`src/rtl/check_message_generator_if.sv`:
```
// ---------------------------------------------------------------------------
// check_message_generator_if
//
// Purpose:
//   Outgoing check-to-variable message stream of the check node processor.
//   A message is transferred on every rising clock edge where msg_valid and
//   msg_ready are both high.
//
// Signals:
//   msg        [DATA_W-1:0]  outgoing message (IEEE-754 single, sign in MSB)
//   msg_idx    [IDX_W-1:0]   edge index the message belongs to
//   msg_valid                msg / msg_idx are valid
//   msg_ready                consumer accepts the current message
//
// Modports:
//   master  - the message generator (drives msg, msg_idx, msg_valid)
//   slave   - the consumer (drives msg_ready)
// ---------------------------------------------------------------------------
interface check_message_generator_if #(
  parameter int DATA_W = 32,
  parameter int IDX_W  = 2
);

  logic [DATA_W-1:0] msg;
  logic [IDX_W-1:0]  msg_idx;
  logic              msg_valid;
  logic              msg_ready;

  modport master (
    output msg,
    output msg_idx,
    output msg_valid,
    input  msg_ready
  );

  modport slave (
    input  msg,
    input  msg_idx,
    input  msg_valid,
    output msg_ready
  );

endinterface

```
`src/rtl/check_message_generator.sv`:
```
// ---------------------------------------------------------------------------
// check_message_generator
//
// Purpose:
//   Output stage of the check node processor. Given the latched absolute
//   minimum, absolute second minimum, the edge position of the minimum and
//   the sign bits of the incoming variable-to-check messages, it serially
//   emits the outgoing check-to-variable messages using the min-sum rule,
//   edge 0 first, over a valid/ready handshake.
//
//   Message for edge k:
//     sign      = (^sign_in) ^ sign_in[k]    (product of the other signs)
//     magnitude = second_min if k == pos, else min
//   Magnitudes are passed bit-exact (no floating-point arithmetic), so
//   NaN / Inf / signed zero travel through unchanged.
//
// Ports:
//   clk         in   system clock, rising edge
//   reset       in   synchronous active-high reset
//   start       in   one-cycle request; samples min/second_min/pos/sign_in
//   min         in   absolute minimum magnitude (sign bit ignored)
//   second_min  in   absolute second minimum magnitude (sign bit ignored)
//   pos         in   edge index of the minimum (3 = no edge matches)
//   sign_in     in   sign bits of incoming messages, bit k = edge k
//   m_if        master side of the message stream (msg, msg_idx,
//               msg_valid out; msg_ready in)
//   busy        out  high while messages are being emitted
//   done        out  one-cycle pulse after the last message is accepted
// ---------------------------------------------------------------------------
module check_message_generator #(
  parameter int DATA_W    = 32,
  parameter int NUM_EDGES = 3
) (
  input  logic                    clk,
  input  logic                    reset,
  input  logic                    start,
  input  logic [DATA_W-1:0]       min,
  input  logic [DATA_W-1:0]       second_min,
  input  logic [1:0]              pos,
  input  logic [NUM_EDGES-1:0]    sign_in,
  check_message_generator_if.master m_if,
  output logic                    busy,
  output logic                    done
);

  localparam int IDX_W = 2;
  localparam int MAG_W = DATA_W - 1;
  localparam logic [IDX_W-1:0] LAST_IDX = IDX_W'(NUM_EDGES - 1);

  typedef enum logic [1:0] {
    IDLE = 2'd0,
    EMIT = 2'd1,
    DONE = 2'd2
  } state_t;

  // -------------------------------------------------------------------------
  // State and operand registers
  // -------------------------------------------------------------------------
  state_t               state_reg, state_next;
  logic [IDX_W-1:0]     k_reg, k_next;
  logic [MAG_W-1:0]     min_reg;
  logic [MAG_W-1:0]     smin_reg;
  logic [IDX_W-1:0]     pos_reg;
  logic [NUM_EDGES-1:0] sign_reg;
  logic                 par_reg;
  logic                 load_ops;

  logic                 handshake;
  logic [DATA_W-1:0]    edge_msg [NUM_EDGES];

  // The incoming sign bits of min/second_min are deliberately dropped: the
  // datapath upstream already delivers absolute values and the outgoing sign
  // is rebuilt purely from sign_in.
  logic unused_input_signs;
  assign unused_input_signs = min[DATA_W-1] ^ second_min[DATA_W-1];

  // Operands are captured only when a request is accepted in IDLE, so a
  // start pulse arriving while busy cannot corrupt in-flight messages.
  always_ff @(posedge clk) begin
    if (reset) begin
      min_reg  <= '0;
      smin_reg <= '0;
      pos_reg  <= '0;
      sign_reg <= '0;
      par_reg  <= 1'b0;
    end else if (load_ops) begin
      min_reg  <= min[MAG_W-1:0];
      smin_reg <= second_min[MAG_W-1:0];
      pos_reg  <= pos;
      sign_reg <= sign_in;
      par_reg  <= ^sign_in;
    end
  end

  // -------------------------------------------------------------------------
  // Per-edge message construction from the latched operands.
  // Excluding an edge's own sign from the product is the same as XOR-ing it
  // back into the full parity. pos_reg == 3 never matches any edge, so every
  // edge gets the minimum magnitude in that case.
  // -------------------------------------------------------------------------
  for (genvar gi = 0; gi < NUM_EDGES; gi++) begin : g_edge
    assign edge_msg[gi] = {par_reg ^ sign_reg[gi],
                           (pos_reg == IDX_W'(gi)) ? smin_reg : min_reg};
  end

  // -------------------------------------------------------------------------
  // FSM: state register
  // -------------------------------------------------------------------------
  always_ff @(posedge clk) begin
    if (reset) begin
      state_reg <= IDLE;
      k_reg     <= '0;
    end else begin
      state_reg <= state_next;
      k_reg     <= k_next;
    end
  end

  // -------------------------------------------------------------------------
  // FSM: next state and outputs
  // -------------------------------------------------------------------------
  assign handshake = m_if.msg_valid && m_if.msg_ready;

  always_comb begin
    state_next = state_reg;
    k_next     = k_reg;
    load_ops   = 1'b0;
    busy       = 1'b0;
    done       = 1'b0;

    case (state_reg)
      IDLE: begin
        if (start) begin
          load_ops   = 1'b1;
          k_next     = '0;
          state_next = EMIT;
        end
      end

      EMIT: begin
        busy = 1'b1;
        if (handshake) begin
          if (k_reg == LAST_IDX) begin
            // Counter returns to 0 so msg_idx reads 0 outside EMIT.
            k_next     = '0;
            state_next = DONE;
          end else begin
            k_next = k_reg + 1'b1;
          end
        end
      end

      DONE: begin
        done       = 1'b1;
        state_next = IDLE;
      end

      default: begin
        state_next = IDLE;
        k_next     = '0;
      end
    endcase
  end

  // The message is a mux of registered values selected by the registered
  // counter, so it is glitch-free and holds steady under backpressure.
  // Outside EMIT the bus is forced to zero.
  always_comb begin
    m_if.msg_valid = 1'b0;
    m_if.msg_idx   = '0;
    m_if.msg       = '0;
    if (state_reg == EMIT) begin
      m_if.msg_valid = 1'b1;
      m_if.msg_idx   = k_reg;
      m_if.msg       = edge_msg[k_reg];
    end
  end

endmodule

```
`src/flat_wrapper.sv`:
```
// flat-port wrapper written by rule: the top's interface ports become plain ports
module check_message_generator_flat 
#(
  parameter int DATA_W    = 32,
  parameter int NUM_EDGES = 3
)
  (clk, reset, start, min, second_min, pos, sign_in, busy, done, m_if_msg, m_if_msg_idx, m_if_msg_valid, m_if_msg_ready);
  check_message_generator_if #(.DATA_W(DATA_W), .IDX_W(2)) m_if_i ();
  input  logic clk;
  input  logic reset;
  input  logic start;
  input  logic [DATA_W-1:0] min;
  input  logic [DATA_W-1:0] second_min;
  input  logic [1:0] pos;
  input  logic [NUM_EDGES-1:0] sign_in;
  output logic busy;
  output logic done;
  output wire logic [$bits(m_if_i.msg)-1:0] m_if_msg;
  output wire logic [$bits(m_if_i.msg_idx)-1:0] m_if_msg_idx;
  output wire logic [$bits(m_if_i.msg_valid)-1:0] m_if_msg_valid;
  input wire logic [$bits(m_if_i.msg_ready)-1:0] m_if_msg_ready;
  assign m_if_msg = m_if_i.msg;
  assign m_if_msg_idx = m_if_i.msg_idx;
  assign m_if_msg_valid = m_if_i.msg_valid;
  assign m_if_i.msg_ready = m_if_msg_ready;
  check_message_generator #(.DATA_W(DATA_W), .NUM_EDGES(NUM_EDGES)) u_core (.clk(clk), .reset(reset), .start(start), .min(min), .second_min(second_min), .pos(pos), .sign_in(sign_in), .m_if(m_if_i), .busy(busy), .done(done));
endmodule
```
`config.mk`:
```
export PLATFORM = sky130hd
export DESIGN_NAME = check_message_generator_flat
export DESIGN_NICKNAME = d
export VERILOG_FILES = /design/src/rtl/check_message_generator_if.sv /design/src/rtl/check_message_generator.sv /design/src/flat_wrapper.sv
export SDC_FILE = /design/constraint.sdc
export NUM_CORES = 1
export LEC_CHECK = 0
export CORE_AREA = 2 2 96 98
export CTS_BUF_LIST = sky130_fd_sc_hd__clkbuf_4 sky130_fd_sc_hd__clkbuf_8
export CTS_CLUSTER_SIZE = 24
export DETAILED_ROUTE_END_ITERATION = 8
export DIE_AREA = 0 0 98 100
export GPL_ROUTABILITY_DRIVEN = 0
export PLACE_DENSITY = 0.85
export SKIP_LAST_GASP = 1
export SLEW_MARGIN = 40
export SYNTH_ARGS = -nofsm -noshare
export SYNTH_HDL_FRONTEND = slang
export SYNTH_SLANG_ARGS = --single-unit
```
`constraint.sdc`:
```
create_clock -name clk -period 1.8 [get_ports clk]
set_clock_uncertainty 0.05 [all_clocks]
set_input_delay 0.18 -clock clk [delete_from_list [all_inputs] [get_ports clk]]
set_output_delay 0.18 -clock clk [all_outputs]
set_load 0.01 [all_outputs]
```
After elaboration in Yosys (flattened, before gate mapping)
Cells that the tools add are included.
Cells by class
  mux-type cells: 20
  reduce and logical (&&, ||, !) cells: 6
  add/subtract/negate cells: 1
  bitwise operators: 5
  order comparisons: 1
  equal/unequal tests: 8
Operators with widths (number)
  $mux W32: 3
  $mux W31: 3
  $bmux W32 S2: 1
  $mux W2: 7
  $eq A2 B2 Y1 const B: 3
  $pmux W2 S3: 1
  $reduce_and A3 Y1: 2
  $eq A2 B1 Y1 const B: 2
  $logic_not A2 Y1: 2
  $mux W1: 4
  $ne A2 B1 Y1 const B: 2
  $pmux W2 S2: 1
  $ge A3 B3 Y1 const B: 1
  $not A2 Y3: 1
  $reduce_xor A3 Y1: 1
  $xor A1 B1 Y1: 3
  $add A2 B1 Y2 const B: 1
  $ne A2 B2 Y1 const B: 1
  $logic_and A1 B1 Y1: 1
  $not A1 Y1: 1
Storage, ports and cells
  bits of input ports: 73
  bits in registers: 72

Longest topological paths before layout
Gate-level depths: netlist (run 1).
  depth after elaboration: 6
  mapped depth: 6

Worst setup path after synthesis (run 1)
Ideal clock, no wire load.
  path type: register to output
  from: register u_core.pos_reg[0]
  to: output port m_if_msg[30]
  path slack: 0.056 ns
  buffers on the path: 2
  cell stages (with the launch flop): 6
  arrival time: 1.514 ns
  cells stage by stage: dfxtp_1 > buf_6 > nand3b_1 > buf_2 > a31oi_1 > a2111oi_0
On the way
  longest elaborated chain between the ends: 6
  elaborated cells on any way between the ends: 10
  classes of those cells: 2 x eq/ne; 7 x mux; 1 x reduce/logical
Ends and longest elaborated chain
  start: declaration: RTL line check_message_generator.sv:63  | logic [IDX_W-1:0] pos_reg;
  start signal: assignment: RTL line check_message_generator.sv:89  | pos_reg <= pos;
  $eq A2 B2 Y1, or another cell as far along: RTL line check_message_generator.sv:103  | (pos_reg == IDX_W'(gi)) ? smin_reg : min_reg};
  $mux W31: RTL line check_message_generator.sv:103
  $bmux W32 S2 (*): RTL line check_message_generator.sv:175  | m_if.msg = edge_msg[k_reg];
  $mux W32 (implied by the code) (*) (2 in series): RTL line check_message_generator.sv:175
  $mux W32 (*): RTL line check_message_generator.sv:172  | if (state_reg == EMIT) begin
  end: declaration: RTL line flat_wrapper.sv:18  | output wire logic [$bits(m_if_i.msg)-1:0] m_if_msg;
Mark *: on every way between the ends. The rest lies on a longest branch, timed or not. The select of a mux whose other input is x is not followed.

Worst setup path in the final report (run 1)
  from: register u_core.pos_reg[1]
  to: output port m_if_msg[7]
The elaborated chain is that of the path after synthesis.

==> impl.org, run 1 <==
** Run status
- Outcome :: complete, but fails checks
- The checks that failed: negative setup slack.

** Logic synthesis
- Summed instance area of the synthesized netlist :: 4370 um2
- Compound-Gate Fraction of Synth Area :: 0.343
- The most used flip-flop cell after synthesis is sky130_fd_sc_hd__dfxtp_1.
- Total of warnings raised by yosys :: 0
- After synthesis, the share of flip-flops with an asynchronous set or reset is 0.
- Count of distinct cell types in the synthesized netlist :: 40
- For this run, the register share of the synthesized area comes to 0.330.
- Average cell area after synthesis :: 7.35 um2
- After synthesis, the largest family of logic cells by area is compound AO/OA/AOI/OAI gates.
- Post-synth EDFFs :: 0
- Largest cells by area after synthesis :: sky130_fd_sc_hd__dfxtp_1 33%, sky130_fd_sc_hd__nand2_1 12%, sky130_fd_sc_hd__a21oi_1 11%, sky130_fd_sc_hd__o2111a_1 7.5%, sky130_fd_sc_hd__nor4b_1 5.8%
- Multiplexer share of the synthesized area :: 0.00258
- Of the total synthesized cell area, the portion taken by full adders, half adders and majority gates is 0.
- Of the post-synthesis cell area, the dominant cell type holds 0.330.
- Cell type with the largest total area after synthesis :: sky130_fd_sc_hd__dfxtp_1
- Simple-Gate Fraction of Synth Area :: 0.244
- Synthesis inferred 72 register bits.
- Number of standard cells after synthesis :: between 500 and 600
- Synthesized net count :: 668
- Of the total synthesized cell area, the portion taken by XOR and XNOR cells is 0.00601.

** Worst setup path
- Data on the critical path is required at its endpoint by 1.57 ns.
- Highest net fanout along the worst path :: 10
- Critical path's largest stage delay :: 0.63 ns
- Cell family contributing the most delay on the critical path :: simple AND/OR/NAND/NOR gates
- Highest-delay cell along the critical path :: sky130_fd_sc_hd__or4_4
- Together, buffers and inverters on the worst path number 2.
- Walking the worst path, the cells encountered are or4_4 > buf_12 > a21o_1 > o2111a_1 > buf_2.
- Nature of the critical path startpoint :: flip-flop
- Type of destination of the critical path :: output port
- For the worst setup path, the data arrival time is about 2.0 ns.
- Kind of critical path :: flip-flop to output port

** Detailed routing
- The detailed router finished its first iteration with 414 violations.
- Dividing the detail-routed via count by the number of cells gives 6.09.
- Number of nets with antenna violations after routing :: 0
- Overall routed net length :: 14.2 mm
- The first TritonRoute pass finished after 5 iterations.
- Drt drc :: 0
- Across all layers, the routed design uses 4964 vias.
- Dividing the detail-routed wire length by the instance count gives 17.5 um.

** Die
- Initial cell density of the core :: 0.492
- DIE AREA :: 9800 um2
- Number of placed I/O pins :: 110
- The die is 100 um tall.
- Width of the die :: 98 um
- In this run the core area contains 35 standard-cell rows.
- Core area :: 8890 um2

** Power and ir drop
- Total chip power :: 4.14 mW
- For this design the static power due to leakage is 2.41 nW.
- Pwr/cell area :: just under 700 nW/um2
- The worst-case IR drop observed on VDD is 0.399 mV.

** STA
- Worst relative slew slack :: 0.658
- Max-slew violation count :: 0
- Final Worst Setup Slack :: -0.463 ns
- Final hold vios :: 0
- For the pin with the worst max-slew slack, the measured transition is 0.510 ns.
- Setup violations remaining at the end of the flow were counted as 32.
- Static timing analysis puts the maximum clock frequency at 0.442 GHz.
- Setup repair after global routing could not meet its margin everywhere.
- Portion of the clock cycle consumed by the worst path in the final layout :: 1.26
- Crit path time final :: 2.26 ns

** Global route
- The first global-routing pass estimated 22.7 mm of wire.
- In the global route stage, overall resource usage came out at 0.285.
- The total overflow left after global routing is 0.
- Antenna violations before repair :: 0
- The number of global-route vias before repair came to roughly 4600.
- Maximum number of pins on one net before global-route repair :: 50

** Final layout
- From synthesis to final layout, the design area changed by 36.3%.
- In the final layout, the share of cells above drive strength 1 is 0.179.
- Nets :: 775
- The repair_antennas step left the layout with diodes totalling 0.
- Reg area :: 1450 um2
- Fill cells in the final layout number 719.
- Final core utilization :: 0.670
- Multi-input gate area in the final layout :: 2700 um2
- The library cells used most frequently in the layout, excluding fill and tap cells, are 136 x sky130_fd_sc_hd__nand2_1, 99 x sky130_fd_sc_hd__a21oi_1, 70 x sky130_fd_sc_hd__clkdlybuf4s50_1.
- Leaving out fill and tap cells, the most frequent cell in the layout is sky130_fd_sc_hd__nand2_1.

** Clock network
- Number of clock sinks seen by CTS :: 72
- The clock reaches the later pin of the worst-skew pair after between 0.3 and 0.4 ns.
- Clock transition at the registers of the reported paths :: 0.07 ns
- Buffers inserted during clock tree synthesis total 9.
- TritonCTS built the clock tree.
- In this run the clock root is driven by a sky130_fd_sc_hd__clkbuf_8.
- After clock tree synthesis, the flow added hold-fix buffers numbering 0.
- Deepest level of the CTS H-tree :: 3
- The longest clock path from root to sink contains 2 buffers.

** Flow run
- The tool flagged a number of max-cap violations equal to 0.

** Placed design
- Detailed placement finished with a half-perimeter wire length of 8.77 mm.
- PortBufs :: roughly 110

** Worst hold path
- Worst min-delay path class :: input pin to flip-flop
## cell usage after synthesis, types with 2 or more instances
master and number:
sky130_fd_sc_hd__a21o_1 30, sky130_fd_sc_hd__a21oi_1 99, sky130_fd_sc_hd__buf_1 5, sky130_fd_sc_hd__buf_2 22, sky130_fd_sc_hd__buf_6 5, sky130_fd_sc_hd__clkbuf_1 34
sky130_fd_sc_hd__dfxtp_1 72, sky130_fd_sc_hd__nand2_1 136, sky130_fd_sc_hd__nand2b_1 3, sky130_fd_sc_hd__nand3_1 4, sky130_fd_sc_hd__nand3b_1 4, sky130_fd_sc_hd__nor2_1 34
sky130_fd_sc_hd__nor2b_1 4, sky130_fd_sc_hd__nor3b_1 2, sky130_fd_sc_hd__nor4b_1 29, sky130_fd_sc_hd__o2111a_1 29, sky130_fd_sc_hd__o21ai_0 30, sky130_fd_sc_hd__o21bai_1 30
sky130_fd_sc_hd__xnor2_1 2
## path summary, 6_finish.rpt
kind                                         start  cells after the start                          endpoint  slack, ns
setup / recovery    u_core.pos_reg[1]$_SDFFE_PP0P_                      5                       m_if_msg[7]      -0.46
hold / removal                               reset                      2  u_core.smin_reg[12]$_SDFFE_PP0P_       0.19
setup reg to reg  u_core.state_reg[0]$_SDFFE_PP0P_                      5      u_core.k_reg[0]$_SDFFE_PP0P_       0.25
hold reg to reg    u_core.smin_reg[9]$_SDFFE_PP0P_                      2   u_core.smin_reg[9]$_SDFFE_PP0P_       0.42
## cells by family after synthesis
kind of cell | after synthesis
xor+xnor | 3
mux | 1
flops | 72
compound gates | 227
buf+inv | 69
simple gates | 223
## through the flow
stage,cell area [um2],hold WS [ns],instances,setup WS [ns],setup TNS (ns)
after CTS,5920,0.193,814,-0.450,-12.60
after detailed placement,5640,0.401,789,-0.376,-11.11
after floorplan,4370,0.248,595,0.0562,0
after global routing,5960,0.196,815,-0.500,-14.11
after global placement,5640,0.393,789,-0.366,-9.54
final,5960,0.192,815,-0.463,-12.76
## area by class of cell
cell class / count / area share
multi-input combinational: 454 / 0.452
clock buffer: 12 / 0.0267
timing repair buffer: 163 / 0.252
clock inverter: 1 / 0.000840
tap: 111 / 0.0233
sequential: 72 / 0.244
inverter: 2 / 0.00126
## routing by layer
| layer | global-route usage | vias up | routed length [um] |
|---|---|---|---|
| met2 | 0.476 | 270 | 6680 |
| met5 | 0 | - | 0 |
| li1 | - | 2325 | - |
| met4 | 0.108 | 0 | 369 |
| met1 | 0.372 | 2327 | 6030 |
| met3 | 0.0487 | 42 | 1150 |
## where the power goes
group          internal, mW  switching (mW)  leakage (nW)
Clock                 0.567           0.589        0.0876
Sequential             1.69           0.101         0.594
Combinational         0.614           0.585          1.72
Total                  2.87            1.28          2.41
## repair_timing
item                                    CTS  global route
cloned                                    4             0
endpoints found under the setup margin   36            34
resized for setup                       164            10
buffers inserted                          9             2
pin swaps                                 7             6
(Power assumes the default switching activity.)
==> run 2, diff against run 1 <==
- SETUP_SLACK_MARGIN: not set -> 0.15
==> impl.org, run 2 (synthesis results as in run 1) <==
** Die
- Initial cell density of the core :: 0.492 (unchanged)
- Num rows :: 35 (unchanged)
- DIE AREA :: 9800 um2 (unchanged)
- Width of the die :: 98 um (unchanged)
- The number of ports placed on the die boundary came to 110 (unchanged).
- Overall die height :: 100 um (unchanged)
- Core area :: 8890 um2 (unchanged)

** Final layout
- The total area of multi-input combinational cells was 2690 um2 (about the same).
- Nets :: 778 (+0.39%)
- Post-layout instance area :: 6110 um2 (+2.6%)
- The library cells used most frequently in the layout, excluding fill and tap cells, are 136 x sky130_fd_sc_hd__nand2_1, 99 x sky130_fd_sc_hd__a21oi_1, 69 x sky130_fd_sc_hd__clkdlybuf4s50_1.
- Layout area overhead :: 39.8%
- Filler Cells Inserted :: 671 (-6.7%)
- Fraction of final layout cells with drive strength greater than 1 :: 0.189 (+0.0100)
- Number of antenna cells inserted :: 0 (unchanged)
- Leaving out fill and tap cells, the most frequent cell in the layout is sky130_fd_sc_hd__nand2_1.
- Reg area :: 1460 um2 (about the same)

** Detailed routing
- The post-route antenna net violation count came to 0 (unchanged).
- Overall routed net length :: 14.8 mm (+4.1%)
- The via total after detailed routing came to 5098 (+2.7%).
- The routed length per placed instance was 18.1 um (+3.5%).
- Starting DRC count in detailed routing :: 502 (+21%)
- The detailed-router iteration count before antenna repair came to 6 (+1).
- Detailed-route vias per instance :: 6.22 (+2.1%)
- Drt drc :: 0 (unchanged)

** Clock network
- The hold-fix buffer count after cts is 0 (unchanged).
- CTS Root Buffer Type :: sky130_fd_sc_hd__clkbuf_8
- The clock-pin transition on the worst setup and hold timing paths was 0.08 ns (about the same).
- CTS tree :: yes
- Number of buffers between clock root and the deepest sink :: 2 (unchanged)
- Number of buffers added by the clock tree synthesis step :: 9 (unchanged)
- Clock latency at the later pin of the worst-skew pair :: 0.36 ns (about the same)
- The level count of the clock H-tree was 3 (unchanged).
- Number of clock sinks seen by CTS :: 72 (unchanged)

** Power and ir drop
- The total power consumption of the routed design was 4.39 mW (+6.0%).
- The power density over the cells is 719 nW/um2 (+3.3%).
- Peak supply drop :: 0.460 mV (+15%)
- Leakage power summed over all cells :: 2.49 nW (+3.5%)

** STA
- The final worst-path setup slack was -0.529 ns (-0.0656 ns).
- The final hold violation count was 0 (unchanged).
- The worst hold slack was 0.265 ns (+0.0724 ns).
- The number of max-slew violations in the final report is 0 (unchanged).
- The number of setup violations in the final report was 32 (unchanged).
- Crit path time final :: 2.33 ns (+0.0656 ns)
- Final total negative setup slack :: -14.72 ns (-1.96 ns)
- Highest Clock Rate :: 0.429 GHz (-2.8%)
- Tightest Pin Transition :: 0.542 ns (+0.0314 ns)
- Setup repair after global routing could not meet its margin everywhere.
- The worst slew slack as a fraction of its limit is 0.639 (-0.0189).
- The final clock period utilization by the worst path is 1.29 (+0.0365).

** Global route
- Maximum number of pins on one net before global-route repair :: 49 (-2.0%)
- The total overflow reported by the global router is 0 (unchanged).
- The global-route wire length before repair was 22.4 mm (-1.5%).
- Antenna violations before repair :: 0 (unchanged)
- The number of global-route vias before repair came to 4655 (+0.17%).
- Global-route total usage across every layer :: 0.280 (-0.00530)

** Worst setup path
- Type of destination of the critical path :: output port
- CP Data Arrival Time :: 2.10 ns (+0.07 ns)
- The critical-path maximum fanout came to 7 (-3).
- Nature of the critical path startpoint :: flip-flop
- Kind of critical path :: flip-flop to output port
- The data required time of the worst path is 1.57 ns (about the same).

** Flow run
- Number of max-cap violations :: 0 (unchanged)

** Placed design
- Dpl cell area :: 5710 um2 (+1.2%)
- Post-Place Setup Slack :: -0.331 ns (+0.0447 ns)
- HPWL reported at the end of detailed placement :: 9.06 mm (+3.3%)
- The number of buffer cells added on primary ports was 107 (unchanged).

** Run status
- The final reports fail on negative setup slack.
- Outcome :: complete, but fails checks

** Worst hold path
- The tightest min-delay check is of the input pin to flip-flop type.
run 2: cell types whose count changed in the layout (fill, tap and decap cells not counted), moves of 2 or more:
cell                       previous run  this run
sky130_fd_sc_hd__buf_12               5        12
sky130_fd_sc_hd__buf_4               40        34
sky130_fd_sc_hd__nor4b_1             28        25
sky130_fd_sc_hd__nor4b_2              1         4
sky130_fd_sc_hd__nand2b_4             0         2
run 2: final cells by class:
class / count / share of cell area
Clock buffer: 12 / 0.0270
Timing Repair Buffer: 166 / 0.263
Multi-Input combinational cell: 454 / 0.441
Inverter: 2 / 0.00205
Sequential cell: 72 / 0.238
Tap cell: 111 / 0.0227
Clock inverter: 3 / 0.00655
run 2: routing by layer:
layer	track usage	up-vias	wire length [um]
met4	0.126	0	514
met5	0	-	0
met2	0.460	337	6840
met1	0.357	2356	5920
met3	0.0564	64	1550
li1	-	2341	-
run 2: critical path: stages (launching register included):
cell and delay (ns):
sky130_fd_sc_hd__dfxtp_4 0.37, sky130_fd_sc_hd__or4_4 0.62, sky130_fd_sc_hd__buf_6 0.16, sky130_fd_sc_hd__buf_12 0.13, sky130_fd_sc_hd__a21o_1 0.18, sky130_fd_sc_hd__o2111a_1 0.13
sky130_fd_sc_hd__buf_2 0.14
run 2: repair_timing:
| action | CTS | global route |
|---|---|---|
| endpoints found under the setup margin | 37 | 35 |
| gates resized for setup | 162 | 21 |
| cloned | 3 | 1 |
| setup buffers | 3 | 7 |
| pin swaps | 4 | 7 |
run 2: power by group:
| group | total, mW | internal (mW) | leakage [nW] | switching, mW |
|---|---|---|---|---|
| sequential | 1.79 | 1.69 | 0.594 | 0.104 |
| clock | 1.37 | 0.742 | 0.108 | 0.625 |
| combinational | 1.23 | 0.637 | 1.79 | 0.595 |
run 2: final timing paths:
kind	startpoint	slack, ns	cells after the start	to
setup reg to reg	u_core.state_reg[0]$_SDFFE_PP0P_	0.19	5	u_core.k_reg[0]$_SDFFE_PP0P_
hold reg to reg	u_core.sign_reg[2]$_SDFFE_PP0P_	0.42	2	u_core.sign_reg[2]$_SDFFE_PP0P_
hold / removal	reset	0.26	2	u_core.min_reg[10]$_SDFFE_PP0P_
setup / recovery	u_core.pos_reg[1]$_SDFFE_PP0P_	-0.53	6	m_if_msg[20]
run 2: metrics by stage:
| stage | std cells | utilization |
|---|---|---|
| 5_1_grt | 820 | 0.687 |
| 3_3_place_gp | 791 | 0.642 |
| 4_1_cts | 812 | 0.669 |
| 2_1_floorplan | 595 | - |
| 6_report | 820 | 0.687 |
| 3_5_place_dp | 791 | 0.642 |
==> RTL change 1 (settings of run 1) <==
`DATA_W` is set to 32 in 3 places; all go to 16.
--- a/src/rtl/check_message_generator_if.sv
+++ b/src/rtl/check_message_generator_if.sv
@@ -17,7 +17,7 @@
 //   slave   - the consumer (drives msg_ready)
 // ---------------------------------------------------------------------------
 interface check_message_generator_if #(
-  parameter int DATA_W = 32,
+  parameter int DATA_W = 16,
   parameter int IDX_W  = 2
 );
 
--- a/src/rtl/check_message_generator.sv
+++ b/src/rtl/check_message_generator.sv
@@ -28,7 +28,7 @@
 //   done        out  one-cycle pulse after the last message is accepted
 // ---------------------------------------------------------------------------
 module check_message_generator #(
-  parameter int DATA_W    = 32,
+  parameter int DATA_W    = 16,
   parameter int NUM_EDGES = 3
 ) (
   input  logic                    clk,
--- a/src/flat_wrapper.sv
+++ b/src/flat_wrapper.sv
@@ -1,7 +1,7 @@
 // flat-port wrapper written by rule: the top's interface ports become plain ports
 module check_message_generator_flat 
 #(
-  parameter int DATA_W    = 32,
+  parameter int DATA_W    = 16,
   parameter int NUM_EDGES = 3
 )
   (clk, reset, start, min, second_min, pos, sign_in, busy, done, m_if_msg, m_if_msg_idx, m_if_msg_valid, m_if_msg_ready);
Ports: changed (resized m_if_msg, min and second_min); port bits go from 110 to 62. The function was not compared with the original's and may differ.
==> RTL change 1 against run 1 <==
  * The flow still finishes with violations (negative setup slack)
  * Non-clock buffer count decreased by 56
  * Die area unchanged
  * Power decreased by 41%
  * Sequential cell count decreased by 32
  * Cell area decreased by 42%
  * First-iteration DRC count decreased by 25%
  * Routed wire length decreased by 45%
  * Register-to-register slack improved by 100 ps
  * Worst setup slack improved by 180 ps
  * Synthesized area decreased by 51%
  * Critical path type unchanged
  * Largest power group unchanged
  * Highest routed layer unchanged
==> RTL change 1: results (changes against run 1) <==
clocking:
  numCtsBuffers: 5  # -4
  clockBufferDepth: 2  # unchanged
  root_buffer: "clkbuf_8"
  clkSlewWorstSetupHoldPaths_ps: 80
  htreeDepth: 2  # -1
  clk_latency_ps: 290  # -60 ps
synth:
  synthArstFlopShare_pct: 0  # unchanged
  syn_nets: 335  # -50%
  synth_warnings: 0  # unchanged
  synth.top_cell.area_share_pct: 37.4  # +4.4 points
  synth_edf_count: 0  # unchanged
  ys_types: 36  # -10%
  ys_seq_area_share_pct: 37.4  # +4.4 points
  synth_commonest_cells: "nand2_1 (75), a21oi_1 (62), dfxtp_1 (40)"
  synth.area.top_cells: "dfxtp_1 (37%), a21oi_1 (14%), nand2_1 (13%)"
global_route:
  grt_antenna_before_repair: 0  # unchanged
  grt_pass1_wl_um: 11900  # -48%
  grt_pass1_vias: 2599  # -44%
  gr-usage-all-layers_pct: 14.6  # -14 points
  grt_max_degree: 41  # -18%
  gr-total-overflow: 0  # unchanged
power_and_ir_drop:
  irDropWorstVdd_v: 0.000478  # +20%
  p_leak_nw: 1.35  # -44%
worst_setup_path:
  crit_start: "u_core.k_reg[0]"
  path_max_fanout: 4  # -6
  reg2reg_from: "u_core.state_reg[0]"
  crit_arrival_ps: 1850  # -180 ps
  worst_path_largest_cell_delay_ps: 370  # -260 ps
  worst_path_max_delay_cell: "or3_4"
place:
  place_area_mm2: 0.00307  # -46%
  port_buffers: 59  # -45%
  hpwlAfterDp_um: 5010  # -43%
routing:
  drtPass1Iterations: 5  # unchanged
  wl_per_cell_um: 15.7  # -10%
  vias: 2590  # -48%
  drt_iter0_drc: 311  # -25%
  antenna_left: 0  # unchanged
final_layout:
  final_nets: 424  # -45%
  n_antenna_cell: 0  # unchanged
  layout-drive-gt1-share_pct: 28.6  # +11 points
outcome:
  violations: "negative setup slack"
  status: "finished with violations"
hold_path:
  hold_path.class: "in -> reg"
  min-delay-start: "pos[0]"
sta:
  finalSetupViolCount: 16  # -50%
  worst_slack_ps: -279  # +184 ps
  max_slew_margin_pct: 71.7  # +5.9 points
## RTL change 1: cell types whose count changed after synthesis, sizes merged, moves of 6 or more
cell / before / now
nor4b: 29 / 0
o22ai: 0 / 10
nand2: 136 / 75
o21ai: 31 / 8
clkbuf: 34 / 14
nand2b: 3 / 10
buf: 33 / 11
o2111a: 29 / 1
dfxtp: 72 / 40
nor2: 34 / 12
o221ai: 1 / 7
o21bai: 30 / 8
a21oi: 99 / 62
a21o: 30 / 1
## RTL change 1: kinds of logic after synthesis
| logic type | share of synthesized area, % |
|---|---|
| mux | 0.468 |
| simple gates | 22.2 |
| compound gates | 33.3 |
| flops | 37.4 |
| xor+xnor | 0.818 |
| buf+inv | 5.79 |
## RTL change 1: final cells by class
cell class,count,area (µm²)
fill,838,5410
clock inverter,2,35.0
multi-input combinational,226,1420
timing repair buffer,107,985
clock buffer,6,76.3
inverter,3,16.3
tap,111,139
sequential,40,813
## RTL change 1: where the power goes
part / total [mW] / internal (mW) / leakage, nW / switching (mW)
Combinational: 0.701 / 0.367 / 0.961 / 0.334
Sequential: 0.995 / 0.936 / 0.331 / 0.0591
Clock: 0.741 / 0.427 / 0.0586 / 0.315
## RTL change 1: worst max-delay path, delay by kind of cell (launching register included)
family	cells	cell delay, ps
buffers and inverters	2	290
AND/OR/NAND/NOR	2	490
AO/OA/AOI/OAI	2	420
flip-flops	1	360
## RTL change 1: path summary, 6_finish.rpt
kind	slack, ps	cells past startpoint	to
worst max-delay path	-280	6	m_if_msg[13]
worst min-delay path	380	3	u_core.pos_reg[0]
worst max register to register	350	5	u_core.min_reg[9]
worst min register to register	410	2	u_core.smin_reg[13]
## RTL change 1: metrics by stage
step / cells / setup WS (ps) / total power, mW / setup TNS (ps)
global placement: 471 / -241 / 1.56 / -3250
CTS: 490 / -270 / 2.36 / -2650
detailed placement: 471 / -282 / 1.58 / -3850
floorplan: 294 / 252 / 1.29 / 0
finish: 495 / -279 / 2.44 / -3060
global route: 495 / -326 / 2.54 / -3910
## RTL change 1: routing by layer
layer / GRT usage, % / vias up / share of wire, %
met5: 0 / - / 0
met4: 5.45 / 0 / 3.1
met3: 3.20 / 30 / 6.3
met2: 27.1 / 131 / 50
met1: 16.5 / 1214 / 41
li1: - / 1215 / -
## RTL change 1: what timing repair did
item,4_1_cts,5_1_grt
pin swaps,14,14
resized for setup,93,32
setup buffers,11,4
setup endpoints to repair,20,16
hold buffers,0,0
gates cloned,0,1
==> RTL change 2 (settings of run 1) <==
Without the edit above. Make the reset (`reset`) asynchronous in 2 clocked blocks. Comments in the files are not updated.
--- a/src/rtl/check_message_generator.sv
+++ b/src/rtl/check_message_generator.sv
@@ -76,7 +76,7 @@
 
   // Operands are captured only when a request is accepted in IDLE, so a
   // start pulse arriving while busy cannot corrupt in-flight messages.
-  always_ff @(posedge clk) begin
+  always_ff @(posedge clk or posedge reset) begin
     if (reset) begin
       min_reg  <= '0;
       smin_reg <= '0;
@@ -106,7 +106,7 @@
   // -------------------------------------------------------------------------
   // FSM: state register
   // -------------------------------------------------------------------------
-  always_ff @(posedge clk) begin
+  always_ff @(posedge clk or posedge reset) begin
     if (reset) begin
       state_reg <= IDLE;
       k_reg     <= '0;
Check against the original RTL: differs if reset is asserted again (counterexample within 4 cycles, from zero or initial values and one cycle with reset high); with reset held inactive, the same outputs for 4 cycles.
==> RTL change 2 against run 1 <==
  * The flow still finishes with violations (negative setup slack)
  * First-iteration DRC count down 46%
  * Routed wire length down 13%
  * Core utilization up 0.52 points
  * Worst setup slack better by 66 ps
  * Cell area up 0.78%
  * Sequential share of layout area up 5.7 points
  * Sequential cell count unchanged
  * Synthesized area down 1.8%
  * Critical endpoint is now m_if_msg[13]
Power is left out: it rests on default switching activity, and per cell area and clock period it moved more than threefold.
==> RTL change 2: results (changes against run 1) <==
routing:
  vias: 3861  # -22%
  drt_iter0_drc: 223  # -46%
  drc: 0  # unchanged
  routed_wl_um: 12300  # -13%
  drtPass1Iterations: 5  # unchanged
synth:
  synth_commonest_cells: "dfrtp_1 (72), mux2_2 (67), nor2_1 (55)"
  syn_nets: 482  # -28%
  synth.mux.area_fraction_pct: 18.0  # +18 points
  synth_compound_area_share_pct: 23.7  # -11 points
  synth.area.top_cells: "dfrtp_1 (42%), mux2_2 (18%), o221ai_2 (9.8%)"
  ys_seq_area_share_pct: 42.0  # +9.0 points
  syn_avg_cell_area_um2: 10.5  # +43%
  synthArstFlopShare_pct: 100  # +100 points
  synth_xor_area_share_pct: 0.816  # +0.22 points
  ys_types: 34  # -15%
worst_setup_path:
  cp.required_ps: 1570  # about the same
  rrSetupSlack_ps: 100  # -150 ps
  r2r_cells: 4  # -1
  path_max_fanout: 6  # -4
  crit_start: "u_core.k_reg[0]"
  crit_end: "m_if_msg[13]"
  reg2reg_from: "u_core.state_reg[0]"
  reg2reg_to: "u_core.min_reg[7]"
place:
  hpwlAfterDp_um: 7900  # -9.9%
  place_area_mm2: 0.00572  # +1.5%
  dp.cells: 629  # -20%
  place_ws_ps: -342  # +34.5 ps
clocking:
  clkSlewWorstSetupHoldPaths_ps: 80
  htreeDepth: 3  # unchanged
global_route:
  grt_max_degree: 73  # +46%
  grt_pass1_vias: 4077  # -12%
  grt_pass1_wl_um: 20200  # -11%
  gr-usage-all-layers_pct: 25.9  # -2.6 points
final_layout:
  final_nets: 618  # -20%
  final_cells: 660  # -19%
  nFillCells: 662  # -7.9%
  layout-drive-gt1-share_pct: 41.9  # +24 points
outcome:
  violations: "negative setup slack"
  status: "finished with violations"
hold_path:
  hold_path.class: "in -> async"
sta:
  fin_setup_tns_ps: -10050  # +2710 ps
  hold_ws_ps: 252  # +59.8 ps
  worst_slack_ps: -398  # +65.9 ps
  finalSetupViolCount: 32  # unchanged
  max_slew_margin_pct: 74.8  # +9.1 points
==> RTL change 2: cell count changes in the layout (fill, tap and decap cells not counted), sizes merged, moves of 21 or more <==
cell	run 1	this run
nor2	34	55
nand2	136	5
dfrtp	0	72
nor4b	29	0
a21oi	99	32
o221ai	1	29
o21bai	30	1
dfxtp	72	0
a21o	30	0
o2111a	29	0
mux2	1	67
==> RTL change 2: metal layers <==
metal  track usage (%)  routed length, µm  up-vias
met5                 0                  0        -
met4              11.4                420        0
met3              4.87                737       33
met2              45.6               6370      176
met1              31.1               4810     1896
li1                  -                  -     1756
==> RTL change 2: final cells by class <==
type	instances	area, µm²	area share, %
Clock buffer	11	139	2.31
Clock inverter	4	22.5	0.375
Inverter	6	32.5	0.542
Multi-Input combinational cell	293	2330	38.8
Sequential cell	72	1810	30.1
Tap cell	111	139	2.31
Timing Repair Buffer	163	1540	25.6
==> RTL change 2: worst min path at each step <==
stage,from,end,cells past startpoint
after detailed placement,u_core.sign_reg[1],u_core.sign_reg[1],1
after CTS,reset,u_core.smin_reg[22],3
after floorplan,pos[0],u_core.pos_reg[0],2
final,reset,u_core.pos_reg[0],3
after global routing,reset,u_core.smin_reg[2],3
after global placement,u_core.sign_reg[0],u_core.sign_reg[0],1
==> RTL change 2: repair_timing <==
item,CTS,global route
pin swaps,27,13
hold buffers,0,0
cloned,4,0
gates resized for setup,164,18
setup buffers,14,2
endpoints found under the setup margin,36,37
==> RTL change 2: worst max-delay path, stage by stage (launching register included) <==
cell and delay, ps:
dfrtp_2 410, buf_6 130, inv_4 40, a221oi_4 320, buf_6 180, buf_8 130, o221ai_2 90, nor2_1 150
buf_2 150
